==> src/rtl/mem_access_unit.sv <==
// Load/store unit sitting between the CPU request port and a single-port word memory.
// Each request runs IDLE -> ACCESS -> RESP and performs sub-word stores as a one-cycle read-modify-write.
module mem_access_unit #(
  parameter bit ALIGN_CHECK = 1'b1
) (
  input  logic        clk,
  input  logic        reset,
  input  logic        req_valid,
  output logic        req_ready,
  input  logic        req_we,
  input  logic [1:0]  req_size,
  input  logic        req_signed,
  input  logic [31:0] req_adr,
  input  logic [31:0] req_wd,
  output logic        resp_valid,
  input  logic        resp_ready,
  output logic [31:0] resp_rdata,
  output logic        resp_fault,
  output logic        mem_write,
  output logic [31:0] mem_adr,
  output logic [31:0] mem_wd,
  input  logic [31:0] mem_rd
);

  typedef enum logic [1:0] {IDLE, ACCESS, RESP} state_t;

  state_t      state;
  logic        we_q;
  logic        signed_q;
  logic        fault_q;
  logic [1:0]  size_q;
  logic [1:0]  lane_q;
  logic [31:0] wd_q;

  logic        req_fault;
  logic [7:0]  byte_v;
  logic [15:0] half_v;
  logic [31:0] load_data;
  logic [31:0] store_word;

  // Size 11 always faults; misalignment only faults when alignment checking is enabled.
  always_comb begin
    req_fault = 1'b0;
    if (req_size == 2'b11)
      req_fault = 1'b1;
    else if (ALIGN_CHECK && req_size == 2'b01 && req_adr[0])
      req_fault = 1'b1;
    else if (ALIGN_CHECK && req_size == 2'b10 && req_adr[1:0] != 2'b00)
      req_fault = 1'b1;
  end

  always_comb begin
    byte_v    = mem_rd[{lane_q, 3'b000} +: 8];
    half_v    = mem_rd[{lane_q[1], 4'b0000} +: 16];
    load_data = mem_rd;
    case (size_q)
      2'b00:   load_data = {{24{signed_q & byte_v[7]}}, byte_v};
      2'b01:   load_data = {{16{signed_q & half_v[15]}}, half_v};
      default: load_data = mem_rd;
    endcase
  end

  // Sub-word stores merge the new lane into the word currently read back from memory.
  always_comb begin
    store_word = mem_rd;
    case (size_q)
      2'b00:   store_word[{lane_q, 3'b000} +: 8]    = wd_q[7:0];
      2'b01:   store_word[{lane_q[1], 4'b0000} +: 16] = wd_q[15:0];
      default: store_word = wd_q;
    endcase
  end

  assign mem_wd = (state == ACCESS && we_q && !fault_q) ? store_word : 32'd0;

  always_ff @(posedge clk or negedge reset) begin
    if (!reset) begin
      state      <= IDLE;
      req_ready  <= 1'b1;
      resp_valid <= 1'b0;
      resp_rdata <= 32'd0;
      resp_fault <= 1'b0;
      mem_write  <= 1'b0;
      mem_adr    <= 32'd0;
      we_q       <= 1'b0;
      signed_q   <= 1'b0;
      fault_q    <= 1'b0;
      size_q     <= 2'b00;
      lane_q     <= 2'b00;
      wd_q       <= 32'd0;
    end else begin
      case (state)
        IDLE: begin
          if (req_valid) begin
            state     <= ACCESS;
            req_ready <= 1'b0;
            we_q      <= req_we;
            signed_q  <= req_signed;
            size_q    <= req_size;
            lane_q    <= req_adr[1:0];
            wd_q      <= req_wd;
            fault_q   <= req_fault;
            mem_adr   <= {req_adr[31:2], 2'b00};
            mem_write <= req_we & ~req_fault;
          end
        end
        ACCESS: begin
          state      <= RESP;
          mem_write  <= 1'b0;
          mem_adr    <= 32'd0;
          resp_valid <= 1'b1;
          resp_fault <= fault_q;
          resp_rdata <= (we_q || fault_q) ? 32'd0 : load_data;
        end
        RESP: begin
          if (resp_ready) begin
            state      <= IDLE;
            req_ready  <= 1'b1;
            resp_valid <= 1'b0;
            resp_rdata <= 32'd0;
            resp_fault <= 1'b0;
          end
        end
        default: begin
          state      <= IDLE;
          req_ready  <= 1'b1;
          resp_valid <= 1'b0;
          mem_write  <= 1'b0;
          mem_adr    <= 32'd0;
        end
      endcase
    end
  end

endmodule

==> config.mk <==
export PLATFORM = sky130hd
export DESIGN_NAME = mem_access_unit
export DESIGN_NICKNAME = d
export VERILOG_FILES = /design/src/rtl/mem_access_unit.sv
export SDC_FILE = /design/constraint.sdc
export NUM_CORES = 1
export LEC_CHECK = 0
export CORE_MARGIN = 4
export CORE_UTILIZATION = 34
export CTS_CLUSTER_DIAMETER = 200
export DETAILED_ROUTE_END_ITERATION = 10
export GPL_ROUTABILITY_DRIVEN = 0
export PLACE_DENSITY_LB_ADDON = 0.2
export SKIP_LAST_GASP = 1
export SLEW_MARGIN = 20
export SYNTH_ARGS = -nofsm -noshare
export SYNTH_HDL_FRONTEND = slang
export SYNTH_SLANG_ARGS = --single-unit
==> constraint.sdc <==
create_clock -name clk -period 3.95 [get_ports clk]
set_input_delay 0.9875 -clock clk [delete_from_list [all_inputs] [get_ports clk]]
set_output_delay 0.9875 -clock clk [all_outputs]
set_load 0.05 [all_outputs]
Yosys cells after proc, flatten, opt, wreduce, memory -nomap -nowiden

Cells that the tools add are included.

Logic and storage cells: 76
Input port bits: 104
Register bits: 109
Output and inout bits: 100

Mux-type cells: 24
Bitwise operators: 7
Reductions and logical operators: 16
Shift-type cells: 6
$add $sub $neg: 2
Eq/ne operators: 8

Operators by type and width:

| cell                      | count |
|---|---|
| $pmux W32 S2              | 4 |
| $mux W32                  | 4 |
| $bwmux W32                | 2 |
| $shift A16 B7 Y32 const A | 1 |
| $shift A8 B7 Y32 const A  | 1 |
| $shiftx A16 B7 Y32        | 1 |
| $shiftx A32 B6 Y16        | 1 |
| $shiftx A32 B6 Y8         | 1 |
| $shiftx A8 B7 Y32         | 1 |
| $neg A5 Y7                | 2 |
| $reduce_and A2 Y1         | 5 |
| $mux W1                   | 7 |
| $eq A2 B1 Y1 const B      | 3 |
| $eq A2 B2 Y1 const B      | 3 |
| $pmux W1 S3               | 2 |
| $pmux W2 S3               | 1 |
| $logic_and A1 B1 Y1       | 4 |
| $logic_not A2 Y1          | 2 |
| $mux W2                   | 2 |
| $ne A2 B2 Y1 const B      | 2 |
| $not A1 Y1                | 4 |
| $pmux W1 S2               | 2 |
| $reduce_bool A2 Y1        | 2 |
| $and A1 B1 Y1             | 3 |
| other kinds (3)           | 3 |

Depth between registers and ports, before layout

Gate-level depths: netlist (run 1).

Depth in word-level cells: 9
Depth in mapped cells: 8
Mapped depth without buffers: 6

Least setup slack after synthesis (run 1)

Ideal clock, no wire load.

Path type: register -> output
Start point: register lane_q[1]
End point: output port mem_wd[0]
Cell stages (with the launch flop): 9
Path buffers: 2
Setup slack: -0.155 ns
Data arrival time: 3.118 ns
Required time: 2.963 ns
Path through: dfrtp_1 -> buf_2 -> buf_2 -> inv_1 -> ha_1 -> or4b_2 -> nand3_1 -> a21oi_1 -> nor3_1

Cells in the longest elaborated chain, start to end: 5
Elaborated cells on any way between the ends: 10
Classes of those cells: add/sub: 2; shift: 4; mux: 4

RTL lines:

| element                                          | line   | RTL |
|---|---|---|
| from (decl)                                      | 32     | `logic [1:0] lane_q;` |
| from (signal assigned)                           | 99     | `lane_q <= req_adr[1:0];` |
| $neg A5 Y7, on equally long branches             | 68, 67 |  |
| $shiftx A16 B7 Y32, or another cell as far along | 68     | `2'b01: store_word[{lane_q[1], 4'b0000} +: 16] = wd_q[15:0];` |
| $bwmux W32, on equally long branches             | 68, 67 |  |
| $pmux W32 S2 (*)                                 | 66     | `case (size_q)` |
| $mux W32 (*)                                     | 73     | `assign mem_wd = (state == ACCESS && we_q && !fault_q) ? store_word : 32'd0;` |
| to (decl)                                        | 21     | `output logic [31:0] mem_wd,` |

Mark *: on every way between the ends. The rest lies on a longest branch, timed or not.

Worst setup path in the final report (run 1)

Start point: register lane_q[1]
End point: output port mem_wd[1]

The elaborated chain is that of the path after synthesis.

==> impl_metrics.yaml, run 1 <==
logic_synthesis:
  synth_ff_type: "dfrtp_1"
  synth_area_per_cell_um2: 10.56
  synth_async_sr_flop_share: 1.000
  yosysUniqueCellTypes: 52
  yosys_warnings: 0
  synth_edf_count: 0
  syn_inst: 534
  synth.cell_area_um2: 5638
  yosysSeqAreaShare: 0.4751
  ys_seq_elements: 107
sta:
  worstMarginPinSlew_ns: 0.7883
  rsz0062_at_grt: "no"
  fin_crit_ns: 3.753
  post-route-period-util: 0.9501
  hold_violations: 0
  skew_ns: 0.01173
  max_slew_margin: 0.4739
  maxClockFrequency_ghz: 0.2665
  setup_viol: 0
  fin_setup_tns_ns: 0
  fin_ws_ns: 0.1973
  slew_violations: 0
layout:
  diodes: 0
  multi_input_area_um2: 2730
  fin_area_um2: 8564
  layout.cells.non_filler: 942
  fillers: 1387
  layout_common_cells: "clkdlybuf4s50_1 (168), dfrtp_1 (106), mux2_2 (40)"
  fin_nets: 830
  drive_above_1_share: 0.1915
  synthToLayoutAreaGrowth_pct: 51.91
  ff_latch_area_um2: 2679
  final_common_cell: "clkdlybuf4s50_1"
drt:
  drt_iter0_drc: 482
  viasPerCell: 5.601
  drc_errors: 0
  num_vias: 5276
  ant_nets: 0
  wire_per_inst_um: 20.74
  routed_wirelength_um: 19540
  firstDrtPassIters: 5
global_route:
  grt_pass1_vias: 5381
  grtUsageTotal: 0.2075
  grt_pass1_wl_um: 29950
  antenna_found_initial: 1
  grt_start_max_net_pins: 90
  grt_remaining_overflow: 0
clock_tree:
  ctsHoldBuffers: 0
  path_clk_slew_ns: 0.07
  numCtsBuffers: 9
  ctsHtreeMaxLevel: 3
  insertion_delay_ns: 0.35
  cts_resized: 0
  clock-root-buffer: "clkbuf_16"
  post-cts-setup-buffers: 0
  clock_sinks: 107
  cts_tree: "done"
  clock_path_buffers: 2
hold_path:
  worstHoldStart: "resp_rdata[9]$_DFFE_PN0P_"
  worst_hold_path_type: "flop to flop"
critical_path:
  crit_fanout: 8
  cp-startpoint: "lane_q[1]$_DFFE_PN0P_"
  setup.worst_path.end_class: "primary output"
  startpoint_type: "flop"
  worstPathRequired_ns: 2.96
  r2r-start: "state[0]$_DFFE_PN0P_"
  worstPathArrival_ns: 2.77
  critical_path_class: "flop to primary output"
placed_design:
  hpwl_um: 14790
  dpl_cell_area_um2: 8244
  dp.cells: 926
  place_ws_ns: 0.4668
  io_buffers: 201
die:
  coreArea_um2: 16060
  dieWidth_um: 136.8
  rows: 46
  boundaryPins: 204
  dieArea_um2: 18710
  initial_core_util: 0.3511
  die_h_um: 136.8
flow_run:
  maxCapViolCount: 0
run_status:
  status: "completed"
power:
  power.leakage_nw: 3.500
  power_density_nw_per_um2: 827.0
  finalPower_mw: 7.083
  max-vdd-ir-drop_uv: 387.1
==> worst paths after layout <==
check / end / slack [ns] / depth (start not counted)
worst min-delay path: resp_rdata[9]$_DFFE_PN0P_ / 0.49 / 2
max in group asynchronous: resp_rdata[2]$_DFFE_PN0P_ / 2.38 / 2
worst max register to register: resp_rdata[20]$_DFFE_PN0P_ / 1.65 / 4
min in group asynchronous: resp_rdata[30]$_DFFE_PN0P_ / 0.68 / 1
worst max-delay path: mem_wd[1] / 0.20 / 7
worst min register to register: resp_rdata[9]$_DFFE_PN0P_ / 0.49 / 2
==> report_power, final <==
part / internal [mW] / switching [mW] / total (mW)
Clock: 0.530 / 0.399 / 0.928
Sequential: 1.57 / 0.446 / 2.02
Combinational: 1.64 / 2.50 / 4.13
==> through the flow <==
step                      hold slack, ns    util
final                             0.4881  0.5333
after global routing              0.5166  0.5333
after CTS                         0.4948  0.5325
after detailed placement          0.4801  0.5134
after global placement            0.4685  0.5134
after floorplan                   0.4811       -
==> sequential cells by signal, summed over array words and instances, names as in the netlist <==
signal	flops
size_q	2
lane_q	2
fault_q	1
resp_valid	1
resp_rdata	32
req_ready	1
signed_q	1
mem_write	1
wd_q	32
resp_fault	1
mem_adr	30
we_q	1
state	2
==> layer usage <==
layer,track usage,up-vias,wire (um)
met3,0.06691,36,1953
met1,0.2737,2527,8476
met5,0,-,13
met4,0.08038,2,546
li1,-,2421,-
met2,0.3182,290,8551
==> kinds of logic after synthesis <==
logic type / after synthesis / share of synthesized area
AOI/OAI and AO/OA: 191 / 0.2559
adders and majority gates: 5 / 0.01110
buffers and inverters: 70 / 0.05215
DFF: 107 / 0.4751
muxes: 57 / 0.1101
other: 1 / 0.0006651
and+or+nand+nor: 103 / 0.09498
==> cell usage after synthesis (5+ instances only) <==
master | instances | area, um^2
nor3_1 | 28 | 140.1
a311oi_1 | 7 | 61.31
nand2_1 | 36 | 135.1
dfrtp_1 | 106 | 2653
a222oi_1 | 7 | 70.07
a21oi_1 | 22 | 110.1
o21ai_0 | 33 | 165.2
mux2i_1 | 17 | 170.2
o22ai_1 | 25 | 156.4
nand2b_1 | 5 | 31.28
clkbuf_1 | 28 | 105.1
a22o_1 | 37 | 324.1
ha_1 | 5 | 62.56
a221o_1 | 9 | 90.09
inv_1 | 24 | 90.09
mux2_2 | 40 | 450.4
a2bb2oi_1 | 7 | 61.31
a221oi_1 | 16 | 140.1
buf_2 | 10 | 50.05
nor2_1 | 13 | 48.80
a221o_2 | 10 | 112.6
==> critical path: stages, from the launching register on <==
cell     delay (ns)
dfrtp_1        0.38
inv_1          0.19
ha_1           0.39
or4b_2         0.63
nand3_1        0.24
a21oi_1        0.09
nor3_2         0.32
buf_12         0.18
==> cell type report <==
| type | instances | area share |
|---|---|---|
| Clock inverter | 3 | 0.005405 |
| Tap cell | 216 | 0.03156 |
| Timing Repair Buffer | 220 | 0.2901 |
| Clock buffer | 13 | 0.03039 |
| Sequential cell | 107 | 0.3128 |
| Multi-Input combinational cell | 358 | 0.3188 |
| Inverter | 25 | 0.01096 |
Note: power is estimated with default switching activity, not from simulation.
==> inputs of run 2 (changes only) <==
Settings changed: CORE_UTILIZATION 34 to 40, PLACE_DENSITY set to 0.73, PLACE_DENSITY_LB_ADDON 0.2 to unset.
==> run 2 against run 1 <==
Against the previous run: setup slack improved by 0.013 ns; via count increased by 1.6%; cell count decreased by 4.1%; sequential share of layout area increased by 0.34 points; global-route usage increased by 2.8 points; worst hold slack got worse by 0.0024 ns; register-to-register slack got worse by 0.12 ns; first-iteration DRC count increased by 22%; total power decreased by 0.75%.
==> impl_metrics.yaml, run 2 (synthesis results as in run 1) <==
power:
  power.leakage_nw: 3.479
  max-vdd-ir-drop_uv: 518.0
  p_comb_frac: 0.587
  power_density_nw_per_um2: 829.7
  clock_power_share: 0.123
  power.switching_fraction: 0.4782
  seqPwrFrac: 0.290
  p_int_mw: 3.668
  p_sw_mw: 3.362
run_status:
  status: "completed"
clock_tree:
  clock_sinks: 107
  numCtsBuffers: 9
  cts_tree: "done"
  cts_resized: 0
  post-cts-setup-buffers: 0
  clock_path_buffers: 2
  insertion_delay_ns: 0.35
  ctsHtreeMaxLevel: 3
  path_clk_slew_ns: 0.07
  ctsHoldBuffers: 0
  clock-root-buffer: "clkbuf_16"
critical_path:
  cp_slowest_cell: "or4b_2"
  timing.rr.end: "resp_rdata[25]$_DFFE_PN0P_"
  cp_cell_sequence: "inv_1, ha_1, or4b_2, nand3_1, a21oi_1, nor3_2, buf_12"
  startpoint_type: "flop"
  rrSetupSlack_ns: 1.53
  critPathMaxStageDelay_ns: 0.64
  r2r-start: "state[0]$_DFFE_PN0P_"
  ff2ff_path_depth: 4
  worstPathArrival_ns: 2.75
  setup.worst_path.end_class: "primary output"
  critical_path_class: "flop to primary output"
  crit_fanout: 8
  worstPathRequired_ns: 2.96
drt:
  viasPerCell: 5.935
  drc_errors: 0
  num_vias: 5359
  ant_nets: 0
  firstDrtPassIters: 6
  dr.max_layer_used: "met4"
  routed_wirelength_um: 19110
  dr_wl_met3_um: 2097
  drt_iter0_drc: 588
  wire_per_inst_um: 21.17
  dr_wl_met2_um: 8722
  met1_length_um: 7811
die:
  initial_core_util: 0.4077
  boundaryPins: 204
  dieWidth_um: 126.7
  die_h_um: 126.7
  rows: 43
  dieArea_um2: 16060
  coreArea_um2: 13830
layout:
  synthToLayoutAreaGrowth_pct: 50.29
  drive_above_1_share: 0.1895
  final_common_cell: "clkdlybuf4s50_1"
  layout_common_cells: "clkdlybuf4s50_1 (168), dfrtp_1 (106), mux2_2 (40)"
  diodes: 0
  fin_nets: 827
  top_regs: "resp_rdata: 32 flops, wd_q: 32 flops, mem_adr: 30 flops"
sta:
  fin_crit_ns: 3.739
  fin_setup_tns_ns: 0
  max_slew_margin: 0.2358
  hold_violations: 0
  maxClockFrequency_ghz: 0.2674
  post-route-period-util: 0.9467
  worstMarginPinSlew_ns: 1.138
  holdWs_ns: 0.4857
  skew_ns: 0.004957
  slew_violations: 0
  setup_viol: 0
  rsz0062_at_grt: "no"
placed_design:
  io_buffers: 201
  hpwl_um: 14230
global_route:
  grt_pass1_vias: 5446
  grt_pass1_wl_um: 29900
  grtUsageTotal: 0.2350
  grt_start_max_net_pins: 90
  antenna_found_initial: 0
  grt_remaining_overflow: 0
hold_path:
  min_path_cells: 1
  worstHoldStart: "resp_valid$_DFFE_PN0P_"
  whs_endpoint: "resp_valid$_DFFE_PN0P_"
  worst_hold_path_type: "flop to flop"
flow_run:
  maxCapViolCount: 0
## run 2: cell count changes in the layout (fill, tap and decap cells not counted), sizes merged
cell	previous run	this run
inv	25	26
buf	52	49
clkbuf	13	11
bufinv	1	0
clkinv	1	3
## run 2: critical path, delay by kind of cell, from the launching register on
kind            cells  cell delay, ns
simple gates        3            1.19
fa+ha+maj           1            0.38
flops               1            0.37
buf+inv             2            0.37
compound gates      1            0.09
## run 2: routing by layer
layer | vias up | GRT usage
met2 | 328 | 0.3655
met1 | 2569 | 0.3132
met4 | 0 | 0.08202
met5 | - | 0
li1 | 2419 | -
met3 | 43 | 0.07074
## run 2: power by group through the flow
stage               sequential [mW]  combinational [mW]  clock [mW]
floorplan                      2.81                1.91           0
global placement               2.02                4.03           0
CTS                            2.03                4.10       0.890
detailed placement             2.03                4.10           0
finish                         2.04                4.12       0.868
global route                   2.09                4.38       0.931
## run 2: layout make-up
type                            count  area, um^2
Sequential cell                   107        2679
Multi-Input combinational cell    358        2725
Fill cell                        1136        5354
Timing Repair Buffer              217        2462
Tap cell                          180       225.2
Inverter                           25       93.84
Clock buffer                       11       252.7
Clock inverter                      5       35.03
## run 2: how the worst max path moves through the flow
stage,end,startpoint
after CTS,mem_wd[31],lane_q[1]$_DFFE_PN0P_
after detailed placement,mem_wd[30],mem_rd[30]
after global routing,mem_wd[4],lane_q[0]$_DFFE_PN0P_
after floorplan,mem_wd[16],lane_q[1]$_DFFE_PN0P_
final,mem_wd[1],lane_q[0]$_DFFE_PN0P_
after global placement,mem_wd[30],mem_rd[30]
## run 2: metrics by stage
stage	area (um^2)	cells	setup slack, ns	utilization	power, mW
after CTS	8464	903	0.1674	0.6122	7.020
after floorplan	5677	535	0.01183	-	4.714
after global placement	8177	887	0.4898	0.5913	6.054
after global routing	8473	903	0.03204	0.6128	7.402
after detailed placement	8177	887	0.4834	0.5913	6.126
final	8473	903	0.2107	0.6128	7.030
==> inputs of run 3 (changes only) <==
Settings changed: CAP_MARGIN set to 15, CTS_BUF_LIST set to sky130_fd_sc_hd__clkbuf_8, REMOVE_ABC_BUFFERS set to 1.
==> run 3 against run 2 <==
Against the previous run: critical path depth is the same; first-iteration DRC count shrank 17%; total power down 3.0%; clock-buffer cell count did not move; sequential power shrank 2%; flip-flop and latch count is the same; wire length grew 0.48%; global-route usage increased by 0.26 points; worst hold slack better by 0.0045 ns.
==> impl_metrics.yaml, run 3 (synthesis results as in run 1) <==
run_status:
  status: "completed"
layout:
  layout.cells.non_filler: 901
  synthToLayoutAreaGrowth_pct: 48.20
  final_common_cell: "clkdlybuf4s50_1"
  diodes: 0
  fin_util: 0.6043
  fin_area_um2: 8356
  fin_nets: 825
  layout_common_cells: "clkdlybuf4s50_1 (168), dfrtp_1 (106), mux2_2 (40)"
  top_regs: "resp_rdata: 32 flops, wd_q: 32 flops, mem_adr: 30 flops"
  drive_above_1_share: 0.1831
drt:
  ant_nets: 0
  dr.max_layer_used: "met4"
  firstDrtPassIters: 7
  num_vias: 5308
  dr_wl_met2_um: 8903
  viasPerCell: 5.891
  wire_per_inst_um: 21.32
  routed_wirelength_um: 19210
  drc_errors: 0
  met1_length_um: 7855
  dr_wl_met3_um: 1807
  drt_iter0_drc: 489
clock_tree:
  path_clk_slew_ns: 0.10
  cts_resized: 0
  cts_tree: "done"
  numCtsBuffers: 9
  clock-root-buffer: "clkbuf_8"
  ctsHoldBuffers: 0
  clock_path_buffers: 2
  ctsHtreeMaxLevel: 3
  clock_sinks: 107
  post-cts-setup-buffers: 0
  insertion_delay_ns: 0.39
global_route:
  grt_pass1_vias: 5657
  grt_start_max_net_pins: 108
  grt_pass1_wl_um: 30350
  grt_remaining_overflow: 0
  grtUsageTotal: 0.2377
  antenna_found_initial: 0
die:
  die_h_um: 126.7
  boundaryPins: 204
  coreArea_um2: 13830
  dieWidth_um: 126.7
  initial_core_util: 0.4077
  rows: 43
  dieArea_um2: 16060
hold_path:
  whs_endpoint: "resp_valid$_DFFE_PN0P_"
  worst_hold_path_type: "flop to flop"
  min_path_cells: 1
  worstHoldStart: "resp_valid$_DFFE_PN0P_"
sta:
  skew_ns: 0.01231
  worstMarginPinSlew_ns: 1.216
  slew_violations: 0
  maxClockFrequency_ghz: 0.2651
  holdWs_ns: 0.4902
  fin_crit_ns: 3.772
  post-route-period-util: 0.9550
  max_slew_margin: 0.1834
  rsz0062_at_grt: "no"
  setup_viol: 0
  hold_violations: 0
placed_design:
  hpwl_um: 14070
  io_buffers: 201
  dp.cells: 885
  dpl_cell_area_um2: 8139
critical_path:
  worstPathArrival_ns: 2.78
  setup.worst_path.end_class: "primary output"
  ff2ff_path_depth: 4
  r2r-start: "state[0]$_DFFE_PN0P_"
  startpoint_type: "flop"
  worstPathRequired_ns: 2.96
  critical_path_class: "flop to primary output"
  rrSetupSlack_ns: 1.62
  crit_fanout: 8
  timing.rr.end: "resp_rdata[21]$_DFFE_PN0P_"
power:
  finalPower_mw: 6.818
  power.leakage_nw: 3.431
  power_density_nw_per_um2: 815.9
  max-vdd-ir-drop_uv: 448.2
flow_run:
  maxCapViolCount: 0
## run 3: changes by cell type in the layout (fill, tap and decap cells not counted), sizes merged
cell	delta
buf	-2
## run 3: worst max-delay path, cell delays in order, from the launching register on
cell and delay (ns):
dfrtp_1 0.39, inv_1 0.18, ha_1 0.36, or4b_2 0.66, nand3_2 0.20, a21oi_1 0.07
nor3_1 0.35, buf_12 0.19
## run 3: worst max-delay path by stage
stage                                       to  slack, ns             startpoint
final                                mem_wd[4]       0.18  lane_q[1]$_DFFE_PN0P_
after global placement               mem_wd[7]       0.49              mem_rd[7]
after global routing                 mem_wd[4]       0.03  lane_q[1]$_DFFE_PN0P_
after detailed placement             mem_wd[7]       0.49              mem_rd[7]
after CTS                            mem_wd[2]       0.05  lane_q[1]$_DFFE_PN0P_
after floorplan           signed_q$_DFFE_PN0P_      -2.43              req_valid
## run 3: where the power goes
group	switching (mW)	leakage [nW]	internal (mW)	total, mW
Combinational	2.52	1.96	1.63	4.15
Sequential	0.434	1.37	1.57	2.00
Clock	0.393	0.0981	0.273	0.666
Total	3.35	3.43	3.47	6.82
## run 3: per-stage QoR
| step | setup WS [ns] | setup TNS (ns) |
|---|---|---|
| 3_5_place_dp | 0.4891 | 0 |
| 5_1_grt | 0.03240 | 0 |
| 3_3_place_gp | 0.4876 | 0 |
| 4_1_cts | 0.05032 | 0 |
| 2_1_floorplan | -2.427 | -180.37 |
| 6_report | 0.1777 | 0 |
## run 3: layer usage
layer  global-route usage  up-vias
met4               0.1003        0
met2               0.3780      274
met3              0.07495       46
li1                     -     2418
met5                    0        -
met1               0.2998     2570
## run 3: area by class of cell
type,count,area [um^2]
clock buffers,11,151.4
clock inverters,5,45.04
well taps,180,225.2
multi-input cells,358,2701
repair buffers,215,2460
flip-flops and latches,107,2679
inverters,25,93.84
fillers,1130,5472
